**src/rtl/conv_ctrl_pkg.sv**
```systemverilog
// conv_ctrl shared types and defaults.
// State encoding and default widths for the layer controller.
package conv_ctrl_pkg;

  localparam int DATA_SIZE_DEF  = 16;
  localparam int LOOP_BIT_DEF   = 8;
  localparam int PIPE_DEPTH_DEF = 4;
  localparam int NLEV           = 6;

  typedef enum logic [2:0] {
    IDLE  = 3'd0,
    LOAD  = 3'd1,
    RUN   = 3'd2,
    DRAIN = 3'd3,
    FIN   = 3'd4
  } state_t;

endpackage

```
**src/rtl/conv_ctrl_idx.sv**
```systemverilog
// Six cascaded wrap counters for the conv loop nest.
// Level 0 is jj (innermost), level 5 is rr (outermost).
module conv_ctrl_idx
  import conv_ctrl_pkg::*;
#(
  parameter int DATA_SIZE = DATA_SIZE_DEF,
  parameter int LOOP_BIT  = LOOP_BIT_DEF
) (
  input  logic                                clk,
  input  logic                                rst,
  input  logic                                clr,
  input  logic                                en,
  input  logic [NLEV-1:0][DATA_SIZE-1:0]      lim,
  output logic [NLEV-1:0][LOOP_BIT-1:0]       idx,
  output logic [NLEV-1:0]                     last,
  output logic                                all_last
);

  logic [NLEV-1:0] step;

  // per-level wrap detect and carry chain
  always_comb begin
    last = '0;
    step = '0;
    for (int k = 0; k < NLEV; k++) begin
      last[k] = (DATA_SIZE'(idx[k]) == lim[k]);
    end
    step[0] = en;
    for (int k = 1; k < NLEV; k++) begin
      step[k] = step[k-1] & last[k-1];
    end
  end

  assign all_last = &last;

  // advance or wrap each level when its carry arrives
  always_ff @(posedge clk) begin
    if (!rst) begin
      idx <= '0;
    end else if (clr) begin
      idx <= '0;
    end else begin
      for (int k = 0; k < NLEV; k++) begin
        if (step[k]) begin
          idx[k] <= last[k] ? '0 : idx[k] + LOOP_BIT'(1);
        end
      end
    end
  end

endmodule

```
**src/rtl/conv_ctrl.sv**
```systemverilog
// Layer-level controller for the conv datapath.
// Validates config, steps the loop nest, drains the PE pipe.
module conv_ctrl
  import conv_ctrl_pkg::*;
#(
  parameter int DATA_SIZE  = DATA_SIZE_DEF,
  parameter int LOOP_BIT   = LOOP_BIT_DEF,
  parameter int PIPE_DEPTH = PIPE_DEPTH_DEF
) (
  input  logic                 clk,
  input  logic                 rst,
  input  logic                 start,
  input  logic [DATA_SIZE-1:0] cfg_R,
  input  logic [DATA_SIZE-1:0] cfg_C,
  input  logic [DATA_SIZE-1:0] cfg_M,
  input  logic [DATA_SIZE-1:0] cfg_N,
  input  logic [DATA_SIZE-1:0] cfg_K,
  input  logic                 buf_ready,
  input  logic                 pe_ready,
  output logic                 busy,
  output logic                 loop_en,
  output logic [LOOP_BIT-1:0]  rr,
  output logic [LOOP_BIT-1:0]  cc,
  output logic [LOOP_BIT-1:0]  mm,
  output logic [LOOP_BIT-1:0]  nn,
  output logic [LOOP_BIT-1:0]  ii,
  output logic [LOOP_BIT-1:0]  jj,
  output logic                 acc_clr,
  output logic                 acc_last,
  output logic                 done,
  output logic                 cfg_err,
  output logic [31:0]          run_cycles
);

  localparam int CW = (PIPE_DEPTH > 1) ? $clog2(PIPE_DEPTH) : 1;
  localparam logic [DATA_SIZE:0] MAXB =
    (DATA_SIZE+1)'(1) << LOOP_BIT;

  state_t                          state;
  logic [NLEV-1:0][DATA_SIZE-1:0]  lim;
  logic [NLEV-1:0][LOOP_BIT-1:0]   idx;
  logic [NLEV-1:0]                 lvl_last;
  logic                            all_last;
  logic                            cfg_ok;
  logic                            accept;
  logic [CW-1:0]                   dcnt;
  logic                            unused_last;

  function automatic logic fld_ok(
    input logic [DATA_SIZE-1:0] f
  );
    return (f != '0) && ({1'b0, f} <= MAXB);
  endfunction

  assign cfg_ok = fld_ok(cfg_R) & fld_ok(cfg_C) &
                  fld_ok(cfg_M) & fld_ok(cfg_N) &
                  fld_ok(cfg_K);

  assign accept  = (state == IDLE) & start & cfg_ok;
  assign loop_en = (state == RUN) & pe_ready;

  assign acc_clr  = loop_en & (idx[2] == '0) &
                    (idx[1] == '0) & (idx[0] == '0);
  assign acc_last = loop_en & (&lvl_last[2:0]);

  assign unused_last = ^lvl_last[5:3];

  assign jj = idx[0];
  assign ii = idx[1];
  assign nn = idx[2];
  assign mm = idx[3];
  assign cc = idx[4];
  assign rr = idx[5];

  conv_ctrl_idx #(
    .DATA_SIZE (DATA_SIZE),
    .LOOP_BIT  (LOOP_BIT)
  ) u_idx (
    .clk      (clk),
    .rst      (rst),
    .clr      (accept),
    .en       (loop_en),
    .lim      (lim),
    .idx      (idx),
    .last     (lvl_last),
    .all_last (all_last)
  );

  // layer FSM with registered status strobes
  always_ff @(posedge clk) begin
    if (!rst) begin
      state      <= IDLE;
      lim        <= '0;
      busy       <= 1'b0;
      done       <= 1'b0;
      cfg_err    <= 1'b0;
      dcnt       <= '0;
      run_cycles <= '0;
    end else begin
      done    <= 1'b0;
      cfg_err <= 1'b0;
      unique case (state)
        IDLE: begin
          if (start) begin
            if (cfg_ok) begin
              lim[0]     <= cfg_K - DATA_SIZE'(1);
              lim[1]     <= cfg_K - DATA_SIZE'(1);
              lim[2]     <= cfg_N - DATA_SIZE'(1);
              lim[3]     <= cfg_M - DATA_SIZE'(1);
              lim[4]     <= cfg_C - DATA_SIZE'(1);
              lim[5]     <= cfg_R - DATA_SIZE'(1);
              run_cycles <= '0;
              busy       <= 1'b1;
              state      <= LOAD;
            end else begin
              cfg_err <= 1'b1;
            end
          end
        end
        LOAD: begin
          if (buf_ready) begin
            state <= RUN;
          end
        end
        RUN: begin
          run_cycles <= run_cycles + 32'd1;
          if (loop_en && all_last) begin
            dcnt  <= '0;
            state <= DRAIN;
          end
        end
        DRAIN: begin
          if (dcnt == CW'(PIPE_DEPTH - 1)) begin
            done  <= 1'b1;
            state <= FIN;
          end else begin
            dcnt <= dcnt + CW'(1);
          end
        end
        FIN: begin
          busy  <= 1'b0;
          state <= IDLE;
        end
        default: begin
          busy  <= 1'b0;
          state <= IDLE;
        end
      endcase
    end
  end

endmodule

```
**config.mk**
```make
export PLATFORM = sky130hd
export DESIGN_NAME = conv_ctrl
export DESIGN_NICKNAME = d
export VERILOG_FILES = /design/src/rtl/conv_ctrl_pkg.sv /design/src/rtl/conv_ctrl_idx.sv /design/src/rtl/conv_ctrl.sv
export SDC_FILE = /design/constraint.sdc
export NUM_CORES = 1
export LEC_CHECK = 0
export ABC_AREA = 1
export CAP_MARGIN = 25
export CORE_MARGIN = 2
export CORE_UTILIZATION = 60
export CTS_BUF_LIST = sky130_fd_sc_hd__clkbuf_2
export DETAILED_ROUTE_END_ITERATION = 10
export GPL_TIMING_DRIVEN = 0
export PLACE_DENSITY = 0.89
export SLEW_MARGIN = 0
export SYNTH_ARGS = -nofsm -noshare
export SYNTH_HDL_FRONTEND = slang
export SYNTH_SLANG_ARGS = --single-unit
```
**constraint.sdc**
```tcl
create_clock -name clk -period 3.3 [get_ports clk]
set_input_delay 0.66 -clock clk [delete_from_list [all_inputs] [get_ports clk]]
set_output_delay 0.66 -clock clk [all_outputs]
set_load 0.005 [all_outputs]
```
==> metrics <==
CTS tree=yes; CP max stage delay=0.53 ns; crit share post-route=100.9%; flop2flop setup slack=0.72 ns; clk_skew=0.03433 ns; Tightest Pin Transition=0.8907 ns; Area Growth Syn to Fin=23.32%; Peak supply drop=0.3212 mV; Initial DRC Count=1252; Placed Area=0.01197 mm²; top-area cell type share of the netlist area=33.65%; nets@finish=1842; failing checks=negative setup slack; Fmax achieved=300.4 MHz; Pwr Total=4.565 mW; Syn Std Cell Area=0.009995 mm²; Setup-failing EPs final=1; Synth Net Count=1652; Top FF cell, synth=dfxtp_1; Chip Width=133.1 µm; DR vias/cell=5.614; root buf cell=clkbuf_2; Avg Inst Size Synth=6.465 µm²; FF+latch count, synth=168; final WL=32030 µm; Endpoint, Worst Hold=busy; Tmin final=3.328 ns; DR DRC count=0; GRT Total Usage=35.89%; FP Rows=47; register area=0.003403 mm²; leading area contributor after synthesis=dfxtp_1; Core Region=0.01641 mm²; Hold Path Cell Cnt=2; RSZ-0062 raised after global routing=true; Worst Setup Path Type=flop to primary output; DR WL/cell=16.26 µm; clk buf depth=2; cells on worst reg2reg path=11; Clock Sinks=168; Async SR Flop Fraction=0%; CTS buffer count=17; multi-input logic area=0.005707 mm²; antenna violations before repair=1; largest net degree at the start of global routing=19; PnR worst setup slack=-0.02844 ns; critical path capture point type=primary output; Initial DRT Pass Iterations=6; Clock transition at path regs=0.30 ns; P_leak=5.130 nW; worst hold start=busy; Cell Chain, Critical Path=inv_1 -> nand2_1 -> nand2_1 -> nor2_1 -> nand3_1 -> nor2_4 -> nand2_1 -> nor2_4 -> clkdlybuf4s50_1; register area share after synthesis=33.65%; Top Ports=171; worst flop-to-flop path endpoint=run_cycles[14]; crit-path max FO=4; latest clock arrival within the worst-skew pair=0.81 ns; status=complete, but fails checks; post-route ant nets=0; Syn. warnings=0; initial core utilization=60.92%; count of cell types in the netlist=43; first-pass GRT wire length=50530 µm; power per cell area=370.4 mW/mm²; Placer Congestion=0.9851; filler instances=1326; critical path launch point type=flop; port bufs=170; Overflow after GRT=0; CP Data Arrival Time=2.67 ns; layout cells sized above 1=7.033%; Worst Hold Class=flop to flop; die area=0.01771 mm²; Most common cell on crit path=nand2_1; vias in the first global route=10298; Max-Cap Viols=0; CP Data Required Time=2.64 ns; Die Ht=133.1 µm; cell area after layout=0.01233 mm²; DR vias=11059; Slowest cell on crit path=clkdlybuf4s50_1; Final HPWL DP=23890 µm; reg2reg start=run_cycles[0]; max-slew violation count=0; crit path launch=lim[20]; cell count after synthesis=1546; number of H-tree levels=4; Post-synth EDFFs=0; Synth area leaders=dfxtp_1 (34%), nand2_1 (14%), nor2_1 (9.1%); Final Hold Fails=0; Slew HR=40.62%
==> timing repair <==
action	4_1_cts	5_1_grt
endpoints found under the setup margin	2	2
pin swaps	2	1
gates resized for setup	27	13
setup buffers	2	0
hold buffers	0	0
==> critical path, delay by kind of cell (launching register included) <==
family	cells	cell delay [ns]
simple gates	7	0.82
buf+inv	2	0.62
flops	1	0.44
==> per-stage QoR <==
step / setup WS, ns / utilization [%] / hold WS, ns / TNS [ns] / cells
6_report: -0.02844 / 75.12 / 0.4791 / -0.02844 / 1970
5_1_grt: -0.08978 / 75.12 / 0.5037 / -0.08978 / 1970
3_5_place_dp: -0.1157 / 72.97 / 0.4490 / -0.3618 / 1936
3_3_place_gp: -0.09000 / 72.97 / 0.4438 / -0.1703 / 1936
2_1_floorplan: 1.065 / - / 0.4400 / 0 / 1546
4_1_cts: -0.00008638 / 74.93 / 0.4826 / -0.00008638 / 1969
==> cell families (layout without fill, tap and decap cells) <==
family,count (synthesis),in the layout,share of synthesized area [%]
other,0,1,0
buffers and inverters,245,448,9.877
xor gates and xnor gates,89,89,7.799
DFF,168,168,33.65
and+or+nand+nor,882,882,38.47
adders and majority gates,21,21,2.629
AOI/OAI and AO/OA,141,141,7.574
==> layer usage <==
metal	global-route usage (%)	vias to the layer above	wire length, µm	share of wire, %
li1	-	5328	-	-
met1	47.27	5070	13210	41
met2	59.27	577	14760	46
met3	5.632	84	3127	9.8
met4	13.80	0	938	2.9
met5	0	-	0	0
==> cells in the mapped netlist (all sizes together) (2+ instances only) <==
| cell | n |
|---|---|
| nor2 | 250 |
| xnor2 | 32 |
| a31o | 2 |
| o21ai | 36 |
| nand3 | 113 |
| inv | 198 |
| clkbuf | 20 |
| nand3b | 11 |
| nor4 | 8 |
| a21oi | 88 |
| nand4 | 59 |
| or2 | 9 |
| and3 | 3 |
| buf | 24 |
| o211ai | 3 |
| o31ai | 3 |
| o41ai | 2 |
| xor2 | 57 |
| clkinv | 3 |
| nand2 | 385 |
| nor3 | 41 |
| nor3b | 2 |
| ha | 21 |
| o22ai | 4 |
| dfxtp | 168 |
==> area by class of cell <==
cell class / count / area share (%)
sequential: 168 / 27.61
inverter: 201 / 6.121
buffer: 43 / 1.858
multi-input combinational: 1133 / 46.30
timing repair buffer: 172 / 13.95
antenna: 1 / 0.02030
tap: 220 / 2.233
clock inverter: 15 / 1.218
clock buffer: 17 / 0.6903
==> state kept, by name (all words and copies together), names as in the netlist <==
signal	cells
lim	80
u_idx.idx	48
run_cycles	32
state	3
dcnt	2
busy	1
cfg_err	1
done	1
==> how the worst max path moves through the flow <==
stage	to	slack, ns
floorplan	lim[70]	1.07
global placement	lim[19]	-0.09
detailed placement	lim[19]	-0.12
CTS	acc_last	-0.00009
global route	acc_last	-0.09
finish	acc_last	-0.03
==> power by group <==
part	switching (mW)	total (mW)	internal, mW	leakage (nW)
logic	0.880	1.28	0.400	3.62
clock network	0.873	1.12	0.248	0.143
registers	0.0720	2.16	2.09	1.36
total	1.83	4.57	2.74	5.13
==> layout by cell type (no fill, tap or decap), types with 5 or more instances in the layout <==
cell / count
nand2_1: 380
nor2_1: 237
inv_1: 185
clkdlybuf4s50_1: 169
dfxtp_1: 148
nand3_1: 110
a21oi_1: 88
nand4_1: 59
xor2_1: 57
nor3_1: 40
xnor2_1: 32
o21ai_0: 26
ha_1: 21
clkbuf_1: 19
clkbuf_2: 17
dfxtp_2: 14
inv_2: 13
buf_2: 12
nand3b_1: 11
o21ai_1: 8
or2_2: 8
nor2_4: 6
nor4_1: 6
buf_6: 6
dfxtp_4: 6
nor2_2: 5
inv_8: 5
Power figures use the tool's default switching activity.
==> edit (same flow settings) <==
Change the package constant `NLEV` from 6 to 12.
--- a/src/rtl/conv_ctrl_pkg.sv
+++ b/src/rtl/conv_ctrl_pkg.sv
@@ -5,7 +5,7 @@
   localparam int DATA_SIZE_DEF  = 16;
   localparam int LOOP_BIT_DEF   = 8;
   localparam int PIPE_DEPTH_DEF = 4;
-  localparam int NLEV           = 6;
+  localparam int NLEV           = 12;
 
   typedef enum logic [2:0] {
     IDLE  = 3'd0,
Behaviour: same outputs for any inputs over 4 cycles, from zero or initial values and one cycle with rst low; that may be too few to reach the edited logic, so the function may still have changed.
==> edit against the unedited design <==
- global-route usage down 4.4 points
- sequential cell count grew 48
- utilization down 0.71 points
- worst setup slack improved by 270 ps
- routed wire length rose by 8.1%
- synthesized area grew 23%
- fmax is 8.7% higher
- design area grew 21%
- critical endpoint is now acc_clr
- non-clock buffer count is 52 higher
Power is not compared: it rests on default switching activity, and its combinational part moved more than twofold at a synthesized area within 25%.
==> edit: results <==
<?xml version="1.0" encoding="UTF-8"?>
<metrics>
  <group name="placed_design">
    <metric name="place_worst_setup_slack" unit="ps">-468.5</metric>
    <metric name="placedInstanceArea" unit="sq um">14280</metric>
    <metric name="place_hpwl" unit="um">25760</metric>
  </group>
  <group name="hold_path">
    <metric name="worst_hold_path.endpoint" unit="">lim[32]$_SDFFE_PN0P_</metric>
    <metric name="hold_class" unit="">primary input to register</metric>
    <metric name="hold_path.startpoint" unit="">cfg_N[0]</metric>
  </group>
  <group name="finish">
    <metric name="multi_input_combinational_area_share" unit="">0.4387</metric>
    <metric name="buffer_count_excluding_the_clock_tree_in_the_final_layout" unit="">267</metric>
    <metric name="final_nets" unit="">2161</metric>
    <metric name="fraction_of_layout_instances_using_a_drive_strength_above_1" unit="">0.1254</metric>
    <metric name="postLayoutCellArea" unit="sq um">14960</metric>
    <metric name="clkbuf_count" unit="">80</metric>
  </group>
  <group name="critical_path">
    <metric name="timing.critical_path.from" unit="">state[0]$_SDFFE_PN0P_</metric>
    <metric name="cp_data_arrival_time" unit="ps">2400</metric>
    <metric name="worst_path_largest_cell_delay" unit="ps">350</metric>
  </group>
  <group name="yosys">
    <metric name="yosys.area_share.adder" unit="">0.03270</metric>
    <metric name="synth-compound-area-share" unit="">0.1043</metric>
  </group>
  <group name="floorplan">
    <metric name="core_area" unit="sq um">20100</metric>
  </group>
  <group name="global_route">
    <metric name="grt_pass1_vias" unit="">12120</metric>
    <metric name="groute.usage.overall" unit="">0.3144</metric>
    <metric name="grt_pass1_wl" unit="um">56610</metric>
    <metric name="grt_start_max_net_pins" unit="">15</metric>
    <metric name="grtUsageMet2" unit="">0.5232</metric>
  </group>
  <group name="status">
    <metric name="run_status" unit="">complete, no violations</metric>
  </group>
  <group name="route">
    <metric name="detailroute.wirelength.met3" unit="um">3204</metric>
    <metric name="totalWireLength" unit="um">34620</metric>
    <metric name="dr_wl_met2" unit="um">16340</metric>
  </group>
  <group name="timing">
    <metric name="timing.hold.ws" unit="ps">419.9</metric>
    <metric name="timing.fmax" unit="GHz">0.3265</metric>
  </group>
</metrics>
edit: cell types whose count changed in the layout (fill, tap and decap cells not counted), moves of 14 or more:
cell,before,now
sky130_fd_sc_hd__dfxtp_1,148,190
sky130_fd_sc_hd__inv_1,185,209
sky130_fd_sc_hd__nor4_1,6,20
sky130_fd_sc_hd__a21oi_1,88,144
sky130_fd_sc_hd__nand2_1,380,356
sky130_fd_sc_hd__buf_4,4,61
sky130_fd_sc_hd__nor3_1,40,79
sky130_fd_sc_hd__o21ai_0,26,68
sky130_fd_sc_hd__clkbuf_2,17,80
sky130_fd_sc_hd__nand3_1,110,95
edit: timing repair:
action	4_1_cts	5_1_grt
pin swaps	10	15
resized for setup	26	30
buffers inserted	8	5
setup endpoints to repair	2	1
edit: worst register-to-register path, delay by kind of cell (launching register included):
kind / cells / cell delay [ps]
AO/OA/AOI/OAI: 1 / 50
XOR/XNOR: 1 / 110
flip-flops: 1 / 520
buffers and inverters: 3 / 360
AND/OR/NAND/NOR: 10 / 1720
